**src/rtl/sync_catch_if.sv**
```systemverilog
// SYNC receive bundle: the asynchronous SYNC line in, frame alignment and status out.
interface sync_catch_if #(
    parameter int unsigned CNT_W = 10
);
    logic             sync_in;
    logic             frame_start;
    logic [CNT_W-1:0] frame_pos;
    logic             aligned;
    logic             resync;
    logic [7:0]       resync_count;
    logic             sync_timeout;

    // Upstream/consumer side: drives SYNC, observes alignment.
    modport master (
        output sync_in,
        input  frame_start,
        input  frame_pos,
        input  aligned,
        input  resync,
        input  resync_count,
        input  sync_timeout
    );

    // Receiver side.
    modport slave (
        input  sync_in,
        output frame_start,
        output frame_pos,
        output aligned,
        output resync,
        output resync_count,
        output sync_timeout
    );
endinterface

```
**src/rtl/sync_catch.sv**
```systemverilog
// Receive side of the board SYNC line: synchronizes sync_in, aligns a free-running frame
// position counter to it and reports alignment, out-of-phase re-syncs and missing SYNC.
module sync_catch #(
    parameter int unsigned FRAME_LEN = 1024,
    parameter int unsigned TIMEOUT   = 1100000,
    parameter int unsigned CNT_W     = $clog2(FRAME_LEN)
) (
    input logic         clk,
    input logic         reset_n,
    sync_catch_if.slave bus
);
    localparam logic [CNT_W-1:0] LastPos    = CNT_W'(FRAME_LEN - 1);
    localparam logic [23:0]      TimeoutVal = 24'(TIMEOUT);

    if (FRAME_LEN < 2) begin : g_bad_frame_len
        $error("FRAME_LEN must be at least 2");
    end
    if (TIMEOUT >= (1 << 24)) begin : g_bad_timeout
        $error("TIMEOUT must fit in 24 bits");
    end

    typedef enum logic [0:0] {StWait, StRun} state_e;

    state_e           state_q, state_d;
    logic             s1_q, s2_q, s3_q;
    logic             s_edge;
    logic [23:0]      tmo_cnt_q, tmo_cnt_d;
    logic [CNT_W-1:0] pos_q, pos_d;
    logic             fs_q, fs_d;
    logic             aligned_q, aligned_d;
    logic             rs_q, rs_d;
    logic [7:0]       rcnt_q, rcnt_d;
    logic             tmo_q, tmo_d;

    // Two-flop synchronizer plus an edge register; a held level yields one edge.
    always_ff @(posedge clk or negedge reset_n) begin
        if (!reset_n) begin
            s1_q <= 1'b0;
            s2_q <= 1'b0;
            s3_q <= 1'b0;
        end else begin
            s1_q <= bus.sync_in;
            s2_q <= s1_q;
            s3_q <= s2_q;
        end
    end

    assign s_edge = s2_q & ~s3_q;

    always_comb begin
        state_d   = state_q;
        tmo_cnt_d = tmo_cnt_q;
        pos_d     = pos_q;
        fs_d      = 1'b0;
        aligned_d = aligned_q;
        rs_d      = 1'b0;
        rcnt_d    = rcnt_q;
        tmo_d     = tmo_q;

        case (state_q)
            StWait: begin
                pos_d = '0;
                if (tmo_cnt_q != TimeoutVal) begin
                    tmo_cnt_d = tmo_cnt_q + 24'd1;
                end
                // Sticky; a SYNC on the same edge still aligns.
                if (tmo_cnt_d == TimeoutVal) begin
                    tmo_d = 1'b1;
                end
                if (s_edge) begin
                    state_d   = StRun;
                    fs_d      = 1'b1;
                    aligned_d = 1'b1;
                end
            end
            StRun: begin
                if (s_edge && (pos_q != LastPos)) begin
                    pos_d = '0;
                    fs_d  = 1'b1;
                    rs_d  = 1'b1;
                    if (rcnt_q != 8'hff) begin
                        rcnt_d = rcnt_q + 8'd1;
                    end
                end else if (pos_q == LastPos) begin
                    // Natural wrap; an in-phase SYNC lands here too.
                    pos_d = '0;
                    fs_d  = 1'b1;
                end else begin
                    pos_d = pos_q + 1'b1;
                end
            end
            default: state_d = StWait;
        endcase
    end

    always_ff @(posedge clk or negedge reset_n) begin
        if (!reset_n) begin
            state_q   <= StWait;
            tmo_cnt_q <= '0;
            pos_q     <= '0;
            fs_q      <= 1'b0;
            aligned_q <= 1'b0;
            rs_q      <= 1'b0;
            rcnt_q    <= '0;
            tmo_q     <= 1'b0;
        end else begin
            state_q   <= state_d;
            tmo_cnt_q <= tmo_cnt_d;
            pos_q     <= pos_d;
            fs_q      <= fs_d;
            aligned_q <= aligned_d;
            rs_q      <= rs_d;
            rcnt_q    <= rcnt_d;
            tmo_q     <= tmo_d;
        end
    end

    assign bus.frame_start  = fs_q;
    assign bus.frame_pos    = pos_q;
    assign bus.aligned      = aligned_q;
    assign bus.resync       = rs_q;
    assign bus.resync_count = rcnt_q;
    assign bus.sync_timeout = tmo_q;
endmodule

```
**src/flat_wrapper.sv**
```systemverilog
// flat-port wrapper written by rule: the top's interface ports become plain ports
module sync_catch_flat 
#(
    parameter int unsigned FRAME_LEN = 1024,
    parameter int unsigned TIMEOUT   = 1100000,
    parameter int unsigned CNT_W     = $clog2(FRAME_LEN)
)
  (clk, reset_n, bus_sync_in, bus_frame_start, bus_frame_pos, bus_aligned, bus_resync, bus_resync_count, bus_sync_timeout);
  sync_catch_if #(.CNT_W(CNT_W)) bus_i ();
  input logic clk;
  input logic reset_n;
  input wire logic [$bits(bus_i.sync_in)-1:0] bus_sync_in;
  output wire logic [$bits(bus_i.frame_start)-1:0] bus_frame_start;
  output wire logic [$bits(bus_i.frame_pos)-1:0] bus_frame_pos;
  output wire logic [$bits(bus_i.aligned)-1:0] bus_aligned;
  output wire logic [$bits(bus_i.resync)-1:0] bus_resync;
  output wire logic [$bits(bus_i.resync_count)-1:0] bus_resync_count;
  output wire logic [$bits(bus_i.sync_timeout)-1:0] bus_sync_timeout;
  assign bus_i.sync_in = bus_sync_in;
  assign bus_frame_start = bus_i.frame_start;
  assign bus_frame_pos = bus_i.frame_pos;
  assign bus_aligned = bus_i.aligned;
  assign bus_resync = bus_i.resync;
  assign bus_resync_count = bus_i.resync_count;
  assign bus_sync_timeout = bus_i.sync_timeout;
  sync_catch #(.FRAME_LEN(FRAME_LEN), .TIMEOUT(TIMEOUT), .CNT_W(CNT_W)) u_core (.clk(clk), .reset_n(reset_n), .bus(bus_i));
endmodule
```
**config.mk**
```make
export PLATFORM = sky130hd
export DESIGN_NAME = sync_catch_flat
export DESIGN_NICKNAME = d
export VERILOG_FILES = /design/src/rtl/sync_catch_if.sv /design/src/rtl/sync_catch.sv /design/src/flat_wrapper.sv
export SDC_FILE = /design/constraint.sdc
export NUM_CORES = 1
export LEC_CHECK = 0
export CAP_MARGIN = 15
export CORE_UTILIZATION = 25
export CTS_CLUSTER_SIZE = 28
export DETAILED_ROUTE_END_ITERATION = 12
export GPL_ROUTABILITY_DRIVEN = 0
export GPL_TIMING_DRIVEN = 0
export SLEW_MARGIN = 20
export SYNTH_ARGS = -nofsm -noshare
export SYNTH_HDL_FRONTEND = slang
export SYNTH_SLANG_ARGS = --single-unit
```
**constraint.sdc**
```tcl
create_clock -name clk -period 3.5 [get_ports clk]
set_input_delay 0.875 -clock clk [delete_from_list [all_inputs] [get_ports clk]]
set_output_delay 0.875 -clock clk [all_outputs]
set_load 0.01 [all_outputs]
```
## After elaboration in Yosys (flattened, before gate mapping)

Index checks and enable logic that the tools add are counted.
W data, S select, Z words.

- Input bits: 3
- Bits in registers: 50
- Word-level logic and storage cells: 38
- Output and inout bits: 22

- Equality and inequality tests: 5
- Bitwise logic cells: 3
- Reduce and logical (&&, ||, !) cells: 4
- Add/subtract/negate cells: 3
- Mux-type cells: 12

Operators by type and width:

| cell | count |
|---|---|
| $mux W24 | 2 |
| $add A24 B1 Y24 const B | 1 |
| $eq A24 B21 Y1 const B | 1 |
| $ne A24 B21 Y1 const B | 1 |
| $mux W10 | 2 |
| $pmux W10 S2 | 1 |
| $add A10 B1 Y10 const B | 1 |
| $eq A10 B10 Y1 const B | 1 |
| $ne A10 B10 Y1 const B | 1 |
| $add A8 B1 Y8 const B | 1 |
| $ne A8 B8 Y1 const B | 1 |
| $mux W1 | 6 |
| $reduce_and A2 Y1 | 2 |
| $reduce_and A3 Y1 | 1 |
| $not A1 Y1 | 2 |
| $pmux W1 S2 | 1 |
| $and A1 B1 Y1 | 1 |
| $logic_and A1 B1 Y1 | 1 |

## Logic depth before layout (Yosys ltp)

Gate-level depths: netlist of the first run.

- Depth in word-level cells: 5
- Depth in mapped cells: 7

## Worst setup path after synthesis of the first run

Ideal clock, no wire load.

- Path type: reg2reg
- From: reg u_core.tmo_cnt_q[12]
- To: reg u_core.tmo_q, in the netlist u_core.bus.sync_timeout
- Setup slack: 1.069 ns
- Stages on the path, launching flop included: 8
- Clock period less this slack: 2.431 ns
- Arrival time: 2.327 ns
- Data required time: 3.396 ns
- Setup time: 0.104 ns
- Cell sequence: dfrtp_1 > buf_6 > or3b_1 > or4_4 > nor4_4 > mux2i_1 > or4_1 > o41ai_2

- Word-level cells in the longest chain between the ends: 5
- Elaborated cells between the ends (all ways): 6
- Those cells by class: 1 x add/sub; 2 x eq/ne; 2 x mux; 1 x reduce/logical

Ends and longest elaborated chain:

| what | RTL line | source |
|---|---|---|
| start, declared | sync_catch.sv:27 | `logic [23:0] tmo_cnt_q, tmo_cnt_d;` |
| start signal, assigned | sync_catch.sv:108 | `tmo_cnt_q <= tmo_cnt_d;` |
| $add A24 B1 Y24 / $ne A24 B21 Y1 (equally long branches) | sync_catch.sv:64, sync_catch.sv:63 |  |
| $mux W24 * | sync_catch.sv:63 | `if (tmo_cnt_q != TimeoutVal) begin` |
| $mux W24 * | sync_catch.sv:60 | `case (state_q)` |
| $eq A24 B21 Y1 * | sync_catch.sv:67 | `if (tmo_cnt_d == TimeoutVal) begin` |
| $reduce_and A2 Y1 (no source line) * | - |  |
| end signal, assigned | sync_catch.sv:114 | `tmo_q <= tmo_d;` |
| end, declared | sync_catch.sv:33 | `logic tmo_q, tmo_d;` |

Mark *: on every way between the ends. The rest lies on a longest branch, timed or not. The select of a mux whose other input is x is not followed.
A chain may end at the register's enable or synchronous reset.

## Worst setup path in the final report of the first run

Same ends and word-level chain as after synthesis.

==> results of run 1 <==
[layer usage]
metal / track usage / share of wire
met1: 0.148 / 0.49
met2: 0.182 / 0.47
met3: 0.0212 / 0.031
met4: 0.0231 / 0.0070
met5: 0 / 0
[how the worst max path moves through the flow]
stage / startpoint / to / cells past startpoint
6_report: u_core.tmo_cnt_q[12] / u_core.bus.sync_timeout / 7
5_1_grt: u_core.tmo_cnt_q[12] / u_core.bus.sync_timeout / 7
4_1_cts: u_core.tmo_cnt_q[6] / u_core.bus.sync_timeout / 7
3_5_place_dp: u_core.tmo_cnt_q[6] / u_core.bus.sync_timeout / 7
3_3_place_gp: reset_n / u_core.s1_q / 1
2_1_floorplan: u_core.tmo_cnt_q[12] / u_core.bus.sync_timeout / 7
[critical path, cell delays in order (launching register included)]
cell     delay, ps
dfrtp_1        380
buf_6          130
or3b_1         370
or4_4          440
nor4_4         310
mux2i_1        120
or4_1          570
o41ai_2        220
[metrics by stage]
step                      instance area [um^2]   util  cells
after floorplan                           2640      -    269
after detailed placement                  3050  0.297    429
after global placement                    3050  0.297    429
after global routing                      3150  0.307    437
after CTS                                 3150  0.306    437
final                                     3150  0.307    437
[state kept, by name, summed over array words and instances (netlist names)]
name	flops
u_core.tmo_cnt_q	24
u_core.bus.resync_count	8
u_core.bus.frame_pos	10
u_core.bus.aligned	1
u_core.s2_q	1
u_core.bus.resync	1
u_core.s3_q	1
u_core.state_q	1
u_core.s1_q	1
u_core.bus.sync_timeout	1
u_core.bus.frame_start	1
[power breakdown]
| part | total (mW) | internal [mW] | switching (mW) |
|---|---|---|---|
| clock | 0.373 | 0.163 | 0.209 |
| sequential | 0.742 | 0.643 | 0.0991 |
| combinational | 0.306 | 0.157 | 0.149 |
[cell usage in the layout (no fill, tap or decap), types with 2 or more instances in the layout]
cell type and n:
and4_1 3, ha_1 4, xnor2_1 19, inv_1 5
nand3_1 22, buf_4 5, dfrtp_1 50, o211ai_1 2
nand2_1 25, nand2b_1 2, nor3_1 5, and3_1 7
clkbuf_8 7, nand4_1 14, or4_1 3, and2_1 3
nor2_1 30, o21ai_0 8, nand4b_1 2, a31oi_1 2
xor2_1 23, nor2b_1 2, a21oi_1 4, clkinv_4 2
clkbuf_1 4, clkdlybuf4s50_1 23
[layout make-up]
| class | instances | area share |
|---|---|---|
| clock inverter | 2 | 0.00555 |
| timing repair buffer | 24 | 0.0754 |
| inverter | 6 | 0.00714 |
| buffer | 14 | 0.0313 |
| sequential | 50 | 0.397 |
| clock buffer | 6 | 0.0262 |
| multi-input combinational | 199 | 0.404 |
| tap | 136 | 0.0539 |
[logic make-up after synthesis]
| logic type | share of synthesized area |
|---|---|
| flops | 0.474 |
| xor+xnor | 0.139 |
| simple gates | 0.256 |
| mux | 0.00379 |
| compound gates | 0.0616 |
| buf+inv | 0.0460 |
| fa+ha+maj | 0.0190 |
==> results.md, run 1 <==
- Worst path required time: 3710 ps
- GRT Total Usage: 0.110
- Async S/R FF share, synth: 1.00
- CP endpoint kind: flip-flop
- Leakage power: 1.33 nW
- Hold Path Origin: u_core.s1_q
- DR vias: 2065
- Final net count: 307
- Average wire per standard cell: 12.7 um
- Max-slew violation count: 0
- CTS max path bufs: 2
- Postcts setup bufs: 0
- Synth cell types: 48
- Worst r2r src: u_core.tmo_cnt_q[12]
- CP Class: reg2reg
- FF-to-FF End: u_core.bus.sync_timeout
- Vias in the first global route: 2064
- Crit path max fanout: 8
- Number of antenna violations at the first check in global routing: 0
- Power, Total: 1.42 mW
- Status: finished, final reports clean
- Gate Count Post-Synth: 269
- Min setup slack post-route: 857 ps
- Leading area contributor after synthesis: dfrtp_1
- Largest net degree at the start of global routing: 51
- Power Density: 450 nW/um^2
- Most frequent cell after synthesis: dfrtp_1
- Die width: 105 um
- Share of cells above drive strength 1: 0.0831
- Largest cells by area after synthesis: dfrtp_1, xor2_1, xnor2_1, nor2_1, nand3_1
- Hold-fix buffers, CTS: 0
- Die Ht: 105 um
- Root Driver: clkbuf_8
- Row count: 37
- Initial drt markers: 96
- Worst min-delay path class: reg2reg
- Startpoint Class: flip-flop
- Clk_skew: 6.49 ps
- RSZ-0062 raised after global routing: false
- Most common library cells after synthesis: dfrtp_1, nor2_1, nand2_1
- Main flop type after synthesis: dfrtp_1
- First-pass GRT wire length: 9900 um
- Peak supply drop: 0.349 mV
- Starting Density: 0.257
- Syn Area/Cell: 9.81 um^2
- Post-synth EDFFs: 0
- Max H-tree Level: 2
- Maxcap violations: 0
- Clk_lat worst skew: 310 ps
- IO Pins: 25
- R2R cell count: 7
- Hold Path Depth: 0
- Area of the multi-input gates: 1270 um^2
- Worst slack at placement: 797 ps
- Setup slack, reg-to-reg: 860 ps
- P&R area growth vs syn: 19.5%
- Min Tclk post-route: 2640 ps
- Fillers: 1090
- Aggregate global routing overflow: 0
- Hpwl dp: 3940 um
- Final worst path period share: 0.755
- Core Region: 10300 um^2
- Post-cts resize count: 0
- DRC: 0
- Num CTS Buffers: 5
- Max Freq: 0.378 GHz
- WP data arrival: 2850 ps
- CTS tree: built
- Final setup vio count: 0
- Actual slew at the worst max-slew pin: 680 ps
- Post-Syn Area: 2640 um^2
- Setup TNS: 0 ps
- Worst Hold End: u_core.s2_q
- PortBufs: 24
- Seq/Total Area, Yosys: 0.474
- First drt pass iteration count: 4
- Via density: 4.73
- Syn_nets: 276
- Top cell type's share of synthesized area: 0.474
- N_diodes: 0
- Hold Worst Slack: 368 ps
- Rel. slew slack: 0.543
- Yosys reg bits: 50
- Yosys warning count: 0
- Fin. Hold Viols: 0
- Register Area: 1250 um^2
- Post-DRT Antenna Nets: 0
- Total length of routed wires: 5530 um
- Clock-pin slew on the worst setup and hold paths: 100 ps
- DIE AREA: 11000 um^2
- CTS sink cnt: 50
(Power assumes the default switching activity.)
==> run 2: changes to the inputs <==
Clock period 3.5 ns to 2.7 ns, I/O delays scaled along.
==> results.md, run 2 (synthesized netlist as in run 1, its figures left out) <==
- Number of antenna violations at the first check in global routing: 0 (unchanged)
- Aggregate global routing overflow: 0 (unchanged)
- DIE AREA: 11000 um^2 (unchanged)
- Root Driver: clkbuf_8
- Initial drt markers: 94 (-2.1%)
- CP Class: reg2reg
- CTS max path bufs: 2 (unchanged)
- First drt pass iteration count: 4 (unchanged)
- Hpwl dp: 3940 um (unchanged)
- Clk_skew: 7.14 ps (+0.644 ps)
- Power Density: 584 nW/um^2 (+30%)
- CP max stage cell: or4_1
- Max reg flops: 24 (unchanged)
- Max H-tree Level: 2 (unchanged)
- Maxcap violations: 0 (unchanged)
- Commonest non-fill, non-tap cell in the layout: dfrtp_1
- CP bufs+invs: 1 (unchanged)
- Row count: 37 (unchanged)
- Total length of routed wires: 5560 um (+0.51%)
- Hold Worst Slack: 366 ps (-2.27 ps)
- Worst path required time: 2900 ps (-810 ps)
- Average wire per standard cell: 12.7 um (+0.51%)
- Rel. slew slack: 0.541 (-0.00245)
- Num CTS Buffers: 5 (unchanged)
- Core Region: 10300 um^2 (unchanged)
- Clock-pin slew on the worst setup and hold paths: 100 ps (about the same)
- Via density: 4.76 (+0.73%)
- DR vias: 2080 (+0.73%)
- Clk_lat worst skew: 310 ps (about the same)
- PortBufs: 24 (unchanged)
- Status: finished, final reports clean
- Final setup vio count: 0 (unchanged)
- Worst min-delay path class: in2async
- Setup TNS: 0 ps (unchanged)
- Fin. Hold Viols: 0 (unchanged)
- Crit path max fanout: 8 (unchanged)
- DRC: 0 (unchanged)
- Vias in the first global route: 2080 (+0.78%)
- Most flops, register: u_core.tmo_cnt_q
- CP endpoint kind: flip-flop
- WP data arrival: 2770 ps (-80 ps)
- CP delay by family, top: simple AND/OR/NAND/NOR gates
- Peak supply drop: 0.454 mV (+30%)
- Startpoint Class: flip-flop
- Max-slew violation count: 0 (unchanged)
- P&R area growth vs syn: 19.5% (unchanged)
- First-pass GRT wire length: 9930 um (+0.28%)
- Most frequent cells in the layout: dfrtp_1, nor2_1, nand2_1
- Fillers: 1090 (unchanged)
- Final worst path period share: 0.951 (+0.196)
- Die Ht: 105 um (unchanged)
- Max Freq: 0.389 GHz (+2.9%)
- Post-DRT Antenna Nets: 0 (unchanged)
- Postcts setup bufs: 0 (unchanged)
- Largest net degree at the start of global routing: 51 (unchanged)
- Leakage power: 1.33 nW (unchanged)
- Hold-fix buffers, CTS: 0 (unchanged)
- RSZ-0062 raised after global routing: false
- Starting Density: 0.257 (unchanged)
- Layout Cells excl Fill: 437 (unchanged)
- GRT Total Usage: 0.110 (+0.000267)
- Final net count: 307 (unchanged)
- Critical Path Max Stage Delay: 570 ps (about the same)
- Placed instance count: 429 (unchanged)
- N_diodes: 0 (unchanged)
- CTS sink cnt: 50 (unchanged)
- Die width: 105 um (unchanged)
- IO Pins: 25 (unchanged)
- Worst path cell trace: buf_6, or3b_1, or4_4, nor4_4, mux2i_1, or4_1, o41ai_2
- Min Tclk post-route: 2570 ps (-74.9 ps)
- Fin util: 0.307 (unchanged)
- Share of cells above drive strength 1: 0.0831 (unchanged)
- Actual slew at the worst max-slew pin: 683 ps (+3.64 ps)
- CTS tree: built
run 2: cell counts in the layout (fill, tap and decap cells not counted):
No cell type changed its count.
run 2: timing repair:
item                       CTS  global route
hold endpoints to repair     0             0
pin swaps                    0             1
setup endpoints to repair    1             1
resized for setup            1             0
run 2: final timing paths:
check,slack (ps),cells past startpoint,from,endpoint
setup / recovery,130,7,u_core.tmo_cnt_q[12],u_core.bus.sync_timeout
hold / removal,370,1,reset_n,u_core.tmo_cnt_q[20]
setup reg to reg,130,7,u_core.tmo_cnt_q[12],u_core.bus.sync_timeout
hold reg to reg,370,0,u_core.s1_q,u_core.s2_q
max in group asynchronous,1910,1,reset_n,u_core.tmo_cnt_q[13]
min in group clk,370,0,u_core.s1_q,u_core.s2_q
run 2: layer usage:
layer	part of all wire	wire length, um	up-vias	GRT usage
met5	0	0	-	0
met4	0.011	59	0	0.0262
met1	0.48	2680	1030	0.149
li1	-	-	999	-
met2	0.47	2630	42	0.181
met3	0.034	189	9	0.0212
run 2: layout make-up:
cell class / instances / area, um^2 / share of cell area
multi-input cells: 199 / 1270 / 0.404
flip-flops and latches: 50 / 1250 / 0.397
repair buffers: 24 / 238 / 0.0754
well taps: 136 / 170 / 0.0539
plain buffers: 14 / 98.8 / 0.0313
clock buffers: 6 / 82.6 / 0.0262
inverters: 6 / 22.5 / 0.00714
clock inverters: 2 / 17.5 / 0.00555
run 2: per-stage QoR:
| stage | area (um^2) | total power, mW | setup slack [ps] |
|---|---|---|---|
| 2_1_floorplan | 2640 | 1.16 | 269 |
| 3_3_place_gp | 3050 | 1.36 | -520 |
| 3_5_place_dp | 3050 | 1.37 | -2.79 |
| 4_1_cts | 3150 | 1.86 | 19.4 |
| 5_1_grt | 3150 | 1.95 | 7.37 |
| 6_report | 3150 | 1.84 | 132 |
run 2: worst reg2reg max path, cell delays in order (launching register included):
cell,delay (ps)
dfrtp_1,380
buf_6,130
or3b_1,370
or4_4,440
nor4_4,230
mux2i_1,120
or4_1,570
o41ai_2,220
run 2: report_power, final:
part | internal (mW) | leakage, nW | total (mW) | switching, mW
logic | 0.204 | 0.613 | 0.396 | 0.192
clock network | 0.212 | 0.0514 | 0.484 | 0.272
registers | 0.833 | 0.663 | 0.961 | 0.128
==> run 3: changes to the inputs <==
Settings changed: CORE_MARGIN from default to 5.
==> results.md, run 3 (synthesized netlist as in run 1, its figures left out) <==
- Status: finished, final reports clean
- DRC: 0 (unchanged)
- Power Density: 600 nW/um^2 (+2.7%)
- Max reg flops: 24 (unchanged)
- Total length of routed wires: 5360 um (-3.6%)
- N_diodes: 0 (unchanged)
- Max Freq: 0.383 GHz (-1.6%)
- Die Ht: 113 um (+7.6%)
- Actual slew at the worst max-slew pin: 657 ps (-26.0 ps)
- Share of cells above drive strength 1: 0.0894 (+0.00635)
- Placed instance count: 429 (unchanged)
- CTS tree: built
- GRT Total Usage: 0.0870 (-0.0229)
- Peak supply drop: 0.440 mV (-3.0%)
- Max-slew violation count: 0 (unchanged)
- CP Class: reg2reg
- Clock-pin slew on the worst setup and hold paths: 100 ps (about the same)
- CP max stage cell: or4_4
- Commonest non-fill, non-tap cell in the layout: dfrtp_1
- Leakage power: 1.37 nW (+3.3%)
- Row count: 37 (unchanged)
- Hpwl dp: 3840 um (-2.6%)
- Crit path max fanout: 8 (unchanged)
- Final net count: 308 (+0.33%)
- First drt pass iteration count: 4 (unchanged)
- Final setup vio count: 0 (unchanged)
- Aggregate global routing overflow: 0 (unchanged)
- Final worst path period share: 0.966 (+0.0151)
- Worst path required time: 2920 ps (+20 ps)
- IO Pins: 25 (unchanged)
- Worst path cell trace: buf_6, or3b_1, or4_4, nor4_4, mux2i_1, or4_4, o41ai_4
- First-pass GRT wire length: 9300 um (-6.3%)
- CTS sink cnt: 50 (unchanged)
- Most frequent cells in the layout: dfrtp_1, nor2_1, nand2_1
- Clk_skew: 11.1 ps (+3.95 ps)
- DR vias: 2040 (-1.9%)
- Core Region: 10300 um^2 (+0.45%)
- P&R area growth vs syn: 20.9%
- Vias in the first global route: 1916 (-7.9%)
- Max H-tree Level: 2 (unchanged)
- CTS max path bufs: 2 (unchanged)
- Power, Total: 1.91 mW (+4.0%)
- Post-DRT Antenna Nets: 0 (unchanged)
- Maxcap violations: 0 (unchanged)
- Rel. slew slack: 0.558 (+0.0175)
- WP data arrival: 2820 ps (+50 ps)
- Hold-fix buffers, CTS: 0 (unchanged)
- Critical Path Max Stage Delay: 510 ps (-60 ps)
- Layout Cells excl Fill: 438 (+0.23%)
- Initial drt markers: 98 (+4.3%)
- RSZ-0062 raised after global routing: true
- Startpoint Class: flip-flop
- Starting Density: 0.256 (-0.00115)
- Number of antenna violations at the first check in global routing: 0 (unchanged)
- Worst min-delay path class: reg2reg
- Root Driver: clkbuf_8
- Num CTS Buffers: 5 (unchanged)
- Fillers: 1074 (-1.5%)
- Via density: 4.66 (-2.1%)
- Final Cell Area: 3190 um^2 (+1.2%)
- Most flops, register: u_core.tmo_cnt_q
- Die width: 113 um (+7.6%)
- DIE AREA: 12700 um^2 (+16%)
- Clk_lat worst skew: 310 ps (about the same)
- PortBufs: 24 (unchanged)
- CP most frequent cell: or4_4
- Average wire per standard cell: 12.2 um (-3.9%)
- Fin. Hold Viols: 0 (unchanged)
- CP endpoint kind: flip-flop
- Largest net degree at the start of global routing: 51 (unchanged)
- Min Tclk post-route: 2610 ps (+40.9 ps)
- Placed Instance Area: 3050 um^2 (unchanged)
## run 3: changes by cell type in the layout (fill, tap and decap cells not counted)
| cell | delta |
|---|---|
| bufinv_16 | +1 |
| o41ai_2 | -1 |
| buf_4 | +1 |
| clkinv_4 | -2 |
| or4_1 | -1 |
| clkbuf_8 | -1 |
| inv_6 | +2 |
| o41ai_4 | +1 |
| or4_4 | +1 |
## run 3: power breakdown
part	switching, mW	total [mW]	internal, mW
registers	0.124	0.957	0.833
clock network	0.274	0.558	0.283
logic	0.194	0.400	0.206
total	0.592	1.91	1.32
## run 3: path summary, 6_finish.rpt
path                                       from  slack (ps)  cells after the start                 endpoint
hold reg to reg                     u_core.s1_q         350                      0              u_core.s2_q
setup reg to reg           u_core.tmo_cnt_q[12]          90                      7  u_core.bus.sync_timeout
hold / removal                      u_core.s1_q         350                      0              u_core.s2_q
min in group asynchronous               reset_n         370                      1     u_core.tmo_cnt_q[18]
setup / recovery           u_core.tmo_cnt_q[12]          90                      7  u_core.bus.sync_timeout
max in group asynchronous               reset_n        1890                      1      u_core.tmo_cnt_q[4]
## run 3: metal layers
layer | vias to the layer above | GRT usage | part of all wire
li1 | 996 | - | -
met1 | 989 | 0.121 | 0.50
met2 | 48 | 0.133 | 0.44
met3 | 7 | 0.0235 | 0.052
met4 | 0 | 0.0232 | 0.0088
met5 | - | 0 | 0
## run 3: stage by stage
step                setup WS (ps)  utilization  setup TNS [ps]  hold slack, ps
finish                       91.5        0.309               0             355
global route                -2.34        0.309           -2.34             376
CTS                          13.3        0.307               0             370
detailed placement           30.4        0.295               0             347
global placement             -513        0.295          -25440             332
floorplan                     269            -               0             331
## run 3: worst max-delay path, delay by kind of cell (launching register included)
| family | cells | cell delay [ps] |
|---|---|---|
| AND/OR/NAND/NOR | 4 | 1660 |
| flip-flops | 1 | 390 |
| buffers and inverters | 1 | 130 |
| multiplexers | 1 | 130 |
| AO/OA/AOI/OAI | 1 | 200 |
## run 3: area by class of cell
cell class	count	area, um^2	area share
multi-input cells	199	1290	0.404
flip-flops and latches	50	1250	0.392
repair buffers	25	245	0.0768
well taps	136	170	0.0533
plain buffers	14	98.8	0.0310
clock buffers	5	68.8	0.0216
clock inverters	3	47.5	0.0149
inverters	6	22.5	0.00705
## run 3: what timing repair did
item	4_1_cts	5_1_grt
setup endpoints to repair	0	1
setup buffers	0	1
resized for setup	0	2
